## config.mk

```make
export PLATFORM = sky130hd
export DESIGN_NAME = mem_arbiter
export DESIGN_NICKNAME = d
export VERILOG_FILES = /design/src/rtl/arm_mem_pkg.sv /design/src/rtl/mem_arbiter.sv
export SDC_FILE = /design/constraint.sdc
export NUM_CORES = 1
export LEC_CHECK = 0
export CORE_MARGIN = 2
export CORE_UTILIZATION = 36
export DETAILED_ROUTE_END_ITERATION = 10
export PLACE_DENSITY_LB_ADDON = 0.15
export SYNTH_ARGS = -nofsm -noshare
export SYNTH_HDL_FRONTEND = slang
export SYNTH_SLANG_ARGS = --single-unit
export TNS_END_PERCENT = 100
```

## constraint.sdc

```tcl
create_clock -name clk -period 1.4 [get_ports clk]
set_input_delay 0.14 -clock clk [delete_from_list [all_inputs] [get_ports clk]]
set_output_delay 0.14 -clock clk [all_outputs]
set_load 0.02 [all_outputs]
```

## src/rtl/arm_mem_pkg.sv

```systemverilog
// Shared types and constants for the instruction/data memory arbiter.
package arm_mem_pkg;

    localparam int unsigned STARVE_MAX_DEFAULT = 4;
    localparam int unsigned ADDR_W = 32;
    localparam int unsigned DATA_W = 32;

    typedef enum logic [1:0] {
        IDLE  = 2'b00,
        IBUSY = 2'b01,
        DBUSY = 2'b10
    } arbState_t;

    // Command presented to the shared memory port
    typedef struct packed {
        logic              we;
        logic [ADDR_W-1:0] addr;
        logic [DATA_W-1:0] wdata;
    } memCmd_t;

endpackage

```

## src/rtl/mem_arbiter.sv

```systemverilog
// Arbitrates a fetch port and a data port onto one memory port,
// with a bounded-starvation priority for the data port.
module mem_arbiter
    import arm_mem_pkg::*;
#(
    parameter int unsigned STARVE_MAX = STARVE_MAX_DEFAULT
) (
    input  logic              clk,
    input  logic              reset,

    input  logic              IReq,
    input  logic [ADDR_W-1:0] IAddr,
    output logic [DATA_W-1:0] IRdata,
    output logic              IReady,

    input  logic              DReq,
    input  logic              DWe,
    input  logic [ADDR_W-1:0] DAddr,
    input  logic [DATA_W-1:0] DWdata,
    output logic [DATA_W-1:0] DRdata,
    output logic              DReady,

    output logic              MemReq,
    output logic              MemWe,
    output logic [ADDR_W-1:0] MemAddr,
    output logic [DATA_W-1:0] MemWdata,
    input  logic [DATA_W-1:0] MemRdata,
    input  logic              MemAck
);

    localparam int unsigned CNT_W = (STARVE_MAX > 0) ? $clog2(STARVE_MAX + 1) : 1;

    arbState_t        state;
    logic [CNT_W-1:0] starveCnt;
    memCmd_t          cmd;

    logic iElig;
    logic dElig;
    logic dWins;
    logic iWins;

    // A requester whose Ready is high this cycle still shows its old request
    assign iElig = IReq && !IReady;
    assign dElig = DReq && !DReady;
    assign dWins = dElig && (!iElig || (starveCnt < CNT_W'(STARVE_MAX)));
    assign iWins = iElig && !dWins;

    assign MemWe    = cmd.we;
    assign MemAddr  = cmd.addr;
    assign MemWdata = cmd.wdata;

    always_ff @(posedge clk) begin
        if (reset) begin
            state     <= IDLE;
            starveCnt <= '0;
            cmd       <= '0;
            MemReq    <= 1'b0;
            IReady    <= 1'b0;
            DReady    <= 1'b0;
            IRdata    <= '0;
            DRdata    <= '0;
        end else begin
            IReady <= 1'b0;
            DReady <= 1'b0;
            case (state)
                IDLE: begin
                    if (dWins) begin
                        state  <= DBUSY;
                        MemReq <= 1'b1;
                        cmd    <= '{we: DWe, addr: DAddr, wdata: DWdata};
                        if (IReq && (starveCnt < CNT_W'(STARVE_MAX))) begin
                            starveCnt <= starveCnt + CNT_W'(1);
                        end
                    end else if (iWins) begin
                        state     <= IBUSY;
                        MemReq    <= 1'b1;
                        cmd.we    <= 1'b0;
                        cmd.addr  <= IAddr;
                        starveCnt <= '0;
                    end
                end
                IBUSY: begin
                    if (MemAck) begin
                        IRdata <= MemRdata;
                        IReady <= 1'b1;
                        MemReq <= 1'b0;
                        state  <= IDLE;
                    end
                end
                DBUSY: begin
                    if (MemAck) begin
                        if (!cmd.we) begin
                            DRdata <= MemRdata;
                        end
                        DReady <= 1'b1;
                        MemReq <= 1'b0;
                        state  <= IDLE;
                    end
                end
                default: state <= IDLE;
            endcase
        end
    end

endmodule
```

# --- Word-level counts from Yosys, hierarchy flattened ---
# Cells that the tools add are included.
word_totals:
  input_bits: 134
  word_cells: 57
  out_inout_bits: 132
  ff_bits: 137
op_classes:
  n_addsub: 1
  n_mux: 14
  magnitude_cmp: 1
  reduce_logical: 23
  eq_ne: 5
  n_bitwise: 3
ops:
  columns: ["cell", "count"]
  rows:
  - ["$mux 33", 2]
  - ["$mux 3", 3]
  - ["$reduce_and 3->1", 3]
  - ["$reduce_and 2->1", 4]
  - ["$mux 2", 3]
  - ["$reduce_or 2->1", 3]
  - ["$logic_and 1x1->1", 5]
  - ["$logic_not 1->1", 4]
  - ["$mux 1", 4]
  - ["$ne 2x1->1 const B", 2]
  - ["$pmux 2 s2", 1]
  - ["$reduce_bool 2->1", 2]
  - ["$add 3x1->3 const B", 1]
  - ["$lt 3x3->1 const B", 1]
  - ["$ne 3x3->1 const B", 1]
  - ["$not 1->1", 3]
  - ["$eq 2x1->1 const B", 1]
  - ["$eq 2x2->1 const B", 1]
  - ["$logic_not 2->1", 1]
  - ["$pmux 1 s2", 1]
  - ["$logic_or 1x1->1", 1]

# --- Longest topological paths before layout ---
# Gate-level depths: netlist of run 1.
depth:
  ltp_word: 10
  depth_mapped: 8
  ltp_nobuf: 6

# --- Least setup slack after synthesis of run 1 ---
# No wires, ideal clock.
synth_timing:
  path_type: "register -> register"
  startpoint: "register state[0]"
  endpoint: "register cmd, in the netlist MemWdata[1]"
  arrival_ns: 1.344
  stages_incl_launch_ff: 9
  setup_time_ns: 0.132
  n_path_buf: 2
  path_slack_ns: -0.077
  required_time_ns: 1.268
  synth_period_minus_slack_ns: 1.477
  path_cell_list: "dfxtp_1 > inv_1 > ha_1 > and3b_1 > and2_1 > buf_2 > buf_2 > nand2_1 > a21oi_1"
synth_between:
  elab_chain_cells: 2
synth_lines:
  columns: ["item", "line_no", "rtl"]
  rows:
  - ["start, declared", "mem_arbiter.sv:33", "arbState_t state;"]
  - ["start signal, assigned", "mem_arbiter.sv:54", "state <= IDLE;"]
  - ["start signal, assigned", "mem_arbiter.sv:68", "state <= DBUSY;"]
  - ["start signal, assigned", "mem_arbiter.sv:75", "state <= IBUSY;"]
  - ["$logic_not 2->1", "mem_arbiter.sv:65", "case (state)"]
  - ["$reduce_and 2->1 (no line)", null, null]
  - ["end signal, assigned", "mem_arbiter.sv:70", "cmd <= '{we: DWe, addr: DAddr, wdata: DWdata};"]
  - ["end, declared", "mem_arbiter.sv:35", "memCmd_t cmd;"]
# Every way passes these cells.
# A chain may end at the register's enable or synchronous reset.

# --- Worst setup path in the final report of run 1 ---
layout_timing:
  startpoint: "register state[0]"
  endpoint: "register cmd, in the netlist MemAddr[2]"
# The elaborated chain is that of the path after synthesis.

==> summary.txt, run 1 <==
Worst setup path
  – Worst r2r src: state[0]
  – Crit path max fanout: 5
  – Reg2Reg Depth: 9
  – Crit start category: register
  – CP required: 1710 ps
  – CP endpoint kind: register
  – CP startpoint: state[0]
  – Worst EP arrival: 1920 ps
  – Crit path kind: register to register

Drt
  – Post-DRT Antenna Nets: 0
  – Post-DR wirelength/cell: 16.6 um
  – Routed vias: roughly 5700
  – Post-route DRC: 0
  – DR vias/cell: 4.98
  – Number of DRC markers in iteration 0: 278
  – Final wirelength: roughly 19000 um
  – Initial DRT Pass Iterations: 5

Timing
  – Slew @ Worst Pin: ~410 ps
  – Period utilisation layout: 1.15
  – Skew final: 5.26 ps
  – Setup Viol. Count Final: 101
  – WHS: 53.0 ps
  – Post-layout worst setup margin: -211 ps
  – RSZ-0062 raised after global routing: true
  – Relative slew slack: 0.726
  – Max-slew violations: 0
  – Fmax: 621 MHz
  – Fin crit period: 1610 ps
  – Final Hold Fails: 0
  – Post-route setup TNS: -6590 ps

Placed design
  – I/O Buffers: 265
  – Place WS: -334 ps
  – Final HPWL DP: 11900 um
  – Routability congestion estimate: 0.838
  – Placed Cells incl. Taps: 1078

Worst hold path
  – Hold depth: 2
  – Min-delay src: reset
  – Min-Delay Path Class: primary input to register

Global route
  – Global Route Usage Sum: 0.225
  – GRT overflow: 0
  – Number of global-route vias before repair: 5427
  – Met1 Usage GRT: 0.254
  – GRT Max-Usage Layer: met2
  – GR Util met2: 0.398
  – Pin count of the biggest net entering global routing: 38
  – Initial antenna violation count: 0
  – Met3 usage: 0.0646
  – First-pass GRT wire length: 26600 um

Power
  – Power, Total: 12.5 mW
  – PwrDens: 1290 nW/um^2
  – Max VDD drop: 0.000775 V
  – Clk pwr share: 0.365
  – Switching share of power: 0.283
  – Lkg Pwr: 4.21 nW
  – Combinational share of power: 0.280
  – Sequential fraction of design power: 0.355
  – NetSw: 3.55 mW
  – P_int: 8.99 mW

Logic synthesis
  – Yosys top cell area share: 0.532
  – Synth Register Bits: approximately 140
  – Synth Cell Area: approximately 5200 um^2
  – Cell taking the most area after synthesis: dfxtp_1
  – Cells after Synth: 651
  – YS warnings: 0
  – Seq/Total Area, Yosys: 0.532
  – Post-synth cell types: 28
  – Syn_nets: 790
  – Synth area leaders: dfxtp_1, nand2_1, a21oi_1
  – Avg Synthesized Cell Area: 7.92 um^2

Finish
  – Final Net Count: about 1100
  – Number of inserted diodes: 0
  – Layout cells sized above 1: 0.214
  – Post-Layout Cell Count: 1149
  – Area Growth Syn to Fin: 88.0%

Run
  – Max-cap viol count: 0

CTS
  – Sink Count: 137
  – CTS tree: built
  – Root Buffer Master: clkbuf_16
  – CTS Buf Count: 17
  – CTS Buffer Depth: 2
  – Clock latency on the worst-skew pair: 410 ps
  – Reg clk slew, reported paths: 60 ps
  – H-tree levels: 4

Floorplan
  – Die height: 124 um
  – Starting Density: 0.370
  – Die ar.: 15300 um^2
  – I/O pins: 266
  – Placeable Area: about 14000 um^2
  – Row count: 43
  – DIE WIDTH: 124 um

Outcome
  – Failing checks: negative setup slack
  – Status: complete, but fails checks
==> critical path, cell delays in order, from the launching register on <==
cell and delay, ps:
dfxtp_2 320, inv_2 80, ha_4 150, a21boi_4 230
buf_6 130, buf_6 120, buf_16 120, buf_6 90
nor2_2 30, a311oi_1 240
==> path summary, 6_finish.rpt <==
path | slack [ps] | endpoint
worst min register to register | 450 | MemWdata[27]
worst max register to register | -210 | MemAddr[2]
worst min-delay path | 50 | starveCnt[1]
worst max-delay path | -210 | MemAddr[2]
==> area by class of cell <==
cell class                      count  area (um^2)
Fill cell                        1126         4240
Clock inverter                     14          181
Timing Repair Buffer              337         3550
Tap cell                          180          225
Multi-Input combinational cell    462         2560
Clock buffer                       17          425
Sequential cell                   137         2750
Inverter                            2         7.51
==> timing repair <==
| item | 4_1_cts | 5_1_grt |
|---|---|---|
| endpoints found under the setup margin | 198 | 125 |
| hold buffers | 0 | 0 |
| setup buffers | 12 | 11 |
| cloned | 8 | 12 |
| resized for setup | 183 | 92 |
| pin swaps | 30 | 29 |
==> power groups by stage <==
stage                     Sequential (mW)  Combinational, mW  Clock [mW]
after floorplan                      4.90              0.898           0
after global placement               4.50               2.68           0
after detailed placement             4.52               2.72           0
after CTS                            4.44               3.09        4.63
after global routing                 4.49               3.75        4.85
final                                4.45               3.51        4.58
==> registers in the layout (all words and copies together) (netlist names) <==
signal	cells
state	2
IReady	1
MemWe	1
starveCnt	3
DReady	1
DRdata	32
MemWdata	32
MemReq	1
IRdata	32
MemAddr	32
==> synthesized netlist by cell type <==
library cell  number
nor2_1            38
and3_1             1
nand2b_1           4
o32ai_1            2
buf_4              3
buf_2             23
nand2_2            1
a21oi_1           98
a31oi_1            1
o21ai_0            1
a211oi_1           1
buf_6              3
nor2b_1            1
or3_1              1
and2b_1            1
mux2i_1            1
or2_2              2
inv_1              2
a311oi_1          32
and3b_1            2
and2_1             4
a21boi_2           1
nand3b_1           2
mux2_2             1
ha_1               5
dfxtp_1          137
nand2_1          262
clkbuf_1          21
==> cell usage in the layout (no fill, tap or decap), types with 2 or more instances in the layout <==
master           count
a21oi_2             21
clkbuf_16           25
buf_6               23
ha_4                 2
bufinv_16            4
inv_2                2
buf_16               6
a311oi_1            15
nand2_2             19
dlygate4sd2_1      131
and2_4               3
nor2_1              20
ha_1                 2
a21oi_1             77
buf_12              13
nand2b_1             2
nor2_4               3
dfxtp_1            132
buf_8                2
nand2b_4             2
and3b_2              2
a311oi_2            17
nand2_1            242
clkdlybuf4s50_1    132
buf_4               21
clkinvlp_4           3
clkinv_2             6
nand2_4              2
dfxtp_2              5
nand3b_1             2
nor2_2              15
==> cells by family (layout without fill, tap and decap cells) <==
| group | after synthesis | in the layout | synth area share |
|---|---|---|---|
| buffers and inverters | 52 | 370 | 0.0500 |
| AND/OR/NAND/NOR | 319 | 319 | 0.243 |
| AO/OA/AOI/OAI | 136 | 136 | 0.159 |
| flip-flops | 137 | 137 | 0.532 |
| adder cells (fa/ha/maj) | 5 | 5 | 0.0121 |
| multiplexers | 2 | 2 | 0.00413 |
==> metrics by stage <==
stage | util | cell area [um^2]
global route | 0.696 | 9690
detailed placement | 0.586 | 8160
floorplan | - | 5170
CTS | 0.651 | 9070
global placement | 0.586 | 8160
finish | 0.696 | 9690
==> per-layer routing <==
layer	part of all wire	wire length, um
met1	0.38	7310
met2	0.51	9780
met3	0.077	1470
met4	0.027	523
met5	0	0
Note: power is estimated with default switching activity, not from simulation.
==> inputs of run 2 (changes only) <==
CORE_MARGIN = unset   (was 2)
==> summary.txt, run 2 (same netlist as run 1, synthesis figures left out) <==
Global route
  – First-pass GRT wire length: 25200 um (-5.4%)
  – Number of global-route vias before repair: 5275 (-2.8%)
  – GRT overflow: 0 (unchanged)
  – Pin count of the biggest net entering global routing: 43 (+13%)
  – Global Route Usage Sum: 0.220 (-0.00491)
  – Initial antenna violation count: 0 (unchanged)

Drt
  – Number of DRC markers in iteration 0: 248 (-11%)
  – Initial DRT Pass Iterations: 4 (-1)
  – Post-DRT Antenna Nets: 0 (unchanged)
  – DR vias/cell: 5.01 (+0.56%)
  – Routed vias: 5661 (-1.0%)
  – Post-route DRC: 0 (unchanged)
  – Final wirelength: 18500 um (-3.3%)
  – Post-DR wirelength/cell: 16.3 um (-1.8%)

Outcome
  – Failing checks: negative setup slack
  – Status: complete, but fails checks

Timing
  – Setup Viol. Count Final: 81 (-20%)
  – Slew @ Worst Pin: 429 ps (+17.6 ps)
  – Relative slew slack: 0.714 (-0.0118)
  – Post-layout worst setup margin: -87.8 ps (+124 ps)
  – Max-slew violations: 0 (unchanged)
  – Fmax: 672 MHz (+8.3%)
  – Post-route setup TNS: -2910 ps (+3680 ps)
  – Final Hold Fails: 0 (unchanged)
  – Period utilisation layout: 1.06 (-0.0882)
  – Skew final: 8.75 ps (+3.49 ps)
  – RSZ-0062 raised after global routing: true
  – Fin crit period: 1490 ps (-124 ps)

CTS
  – Reg clk slew, reported paths: 60 ps (about the same)
  – Sink Count: 137 (unchanged)
  – H-tree levels: 4 (unchanged)
  – Clock latency on the worst-skew pair: 420 ps (about the same)
  – CTS Buffer Depth: 2 (unchanged)
  – Root Buffer Master: clkbuf_16
  – CTS tree: built
  – CTS Buf Count: 17 (unchanged)

Placed design
  – Area post-placement: 8160 um^2 (about the same)
  – I/O Buffers: 265 (unchanged)
  – Place WS: -318 ps (+15.6 ps)
  – Routability congestion estimate: 0.804 (-4.0%)
  – Final HPWL DP: 11200 um (-5.8%)

Finish
  – Post-layout instance area: 9870 um^2 (+1.8%)
  – Final Net Count: 1077 (-1.7%)
  – Commonest non-fill, non-tap cell in the layout: nand2_1
  – Area Growth Syn to Fin: 91.3%
  – Layout cells sized above 1: 0.251 (+0.0377)
  – Number of inserted diodes: 0 (unchanged)
  – Most frequent cells in the layout: nand2_1, dfxtp_1, clkdlybuf4s50_1

Power
  – PwrDens: 1310 nW/um^2 (+1.6%)
  – Lkg Pwr: 4.29 nW (+1.9%)
  – Max VDD drop: 0.000903 V (+16%)

Floorplan
  – Placeable Area: 13900 um^2 (unchanged)
  – Row count: 43 (unchanged)
  – DIE WIDTH: 122 um (-1.6%)
  – I/O pins: 266 (unchanged)
  – Starting Density: 0.370 (unchanged)
  – Die ar.: 14800 um^2 (-3.2%)
  – Die height: 122 um (-1.6%)

Worst setup path
  – Worst EP arrival: 1830 ps (-90 ps)
  – CP required: 1740 ps (+30 ps)
  – Crit start category: register
  – CP endpoint kind: register
  – Crit path kind: register to register
  – Crit path max fanout: 8 (+3)

Run
  – Max-cap viol count: 0 (unchanged)

Worst hold path
  – Min-Delay Path Class: primary input to register
run 2: changes by cell type in the layout (fill, tap and decap cells not counted), sizes merged:
| cell | before | now |
|---|---|---|
| bufinv | 4 | 5 |
| inv | 2 | 3 |
| clkbuf | 26 | 30 |
| clkinvlp | 3 | 1 |
| buf | 65 | 45 |
| clkinv | 7 | 5 |
run 2: critical path, stage by stage (launching register included):
cell       delay [ps]
dfxtp_2           330
inv_4              70
ha_4              140
and3b_2           230
and2_4            250
clkbuf_16         210
nand2_4            50
a21oi_2           140
run 2: stage by stage:
stage	utilization	cells	power [mW]	hold slack, ps
2_1_floorplan	-	651	5.79	276
3_3_place_gp	0.585	1074	7.15	442
3_5_place_dp	0.585	1074	7.21	446
4_1_cts	0.637	1115	12.1	90.3
5_1_grt	0.708	1131	13.4	149
6_report	0.708	1131	13.0	153
run 2: per-layer routing:
| metal | GRT usage | wire [um] | share of wire |
|---|---|---|---|
| met1 | 0.252 | 7420 | 0.40 |
| met2 | 0.369 | 9230 | 0.50 |
| met3 | 0.0679 | 1330 | 0.072 |
| met4 | 0.112 | 475 | 0.026 |
| met5 | 0 | 0 | 0 |
run 2: worst paths after layout:
path / startpoint / endpoint / slack (ps) / cells after the start
max: state[0] / MemWdata[6] / -90 / 7
min: reset / starveCnt[1] / 150 / 2
max reg2reg: state[0] / MemWdata[6] / -90 / 7
min reg2reg: DRdata[4] / DRdata[4] / 450 / 2
run 2: final cells by class:
class / count / area (um^2)
Inverter: 2 / 10.0
Clock inverter: 12 / 195
Timing Repair Buffer: 318 / 3300
Clock buffer: 20 / 457
Sequential cell: 137 / 2750
Fill cell: 1084 / 4070
Tap cell: 180 / 225
Multi-Input combinational cell: 462 / 2930
run 2: repair_timing:
| item | 4_1_cts | 5_1_grt |
|---|---|---|
| buffers inserted | 5 | 7 |
| endpoints found under the setup margin | 230 | 106 |
| pin swaps | 12 | 72 |
| gates cloned | 4 | 11 |
| resized for setup | 160 | 185 |
| hold buffers | 0 | 0 |
run 2: power breakdown:
group | switching (mW) | leakage [nW] | internal (mW) | total, mW
logic | 1.84 | 2.85 | 1.74 | 3.58
clock network | 1.67 | 0.320 | 3.25 | 4.92
registers | 0.217 | 1.12 | 4.25 | 4.46
==> inputs of run 3 (changes only) <==
HOLD_SLACK_MARGIN = 0.02   (was unset)
==> results of run 3 <==
No change in the layout: final DEF, timing and power equal those of run 2.
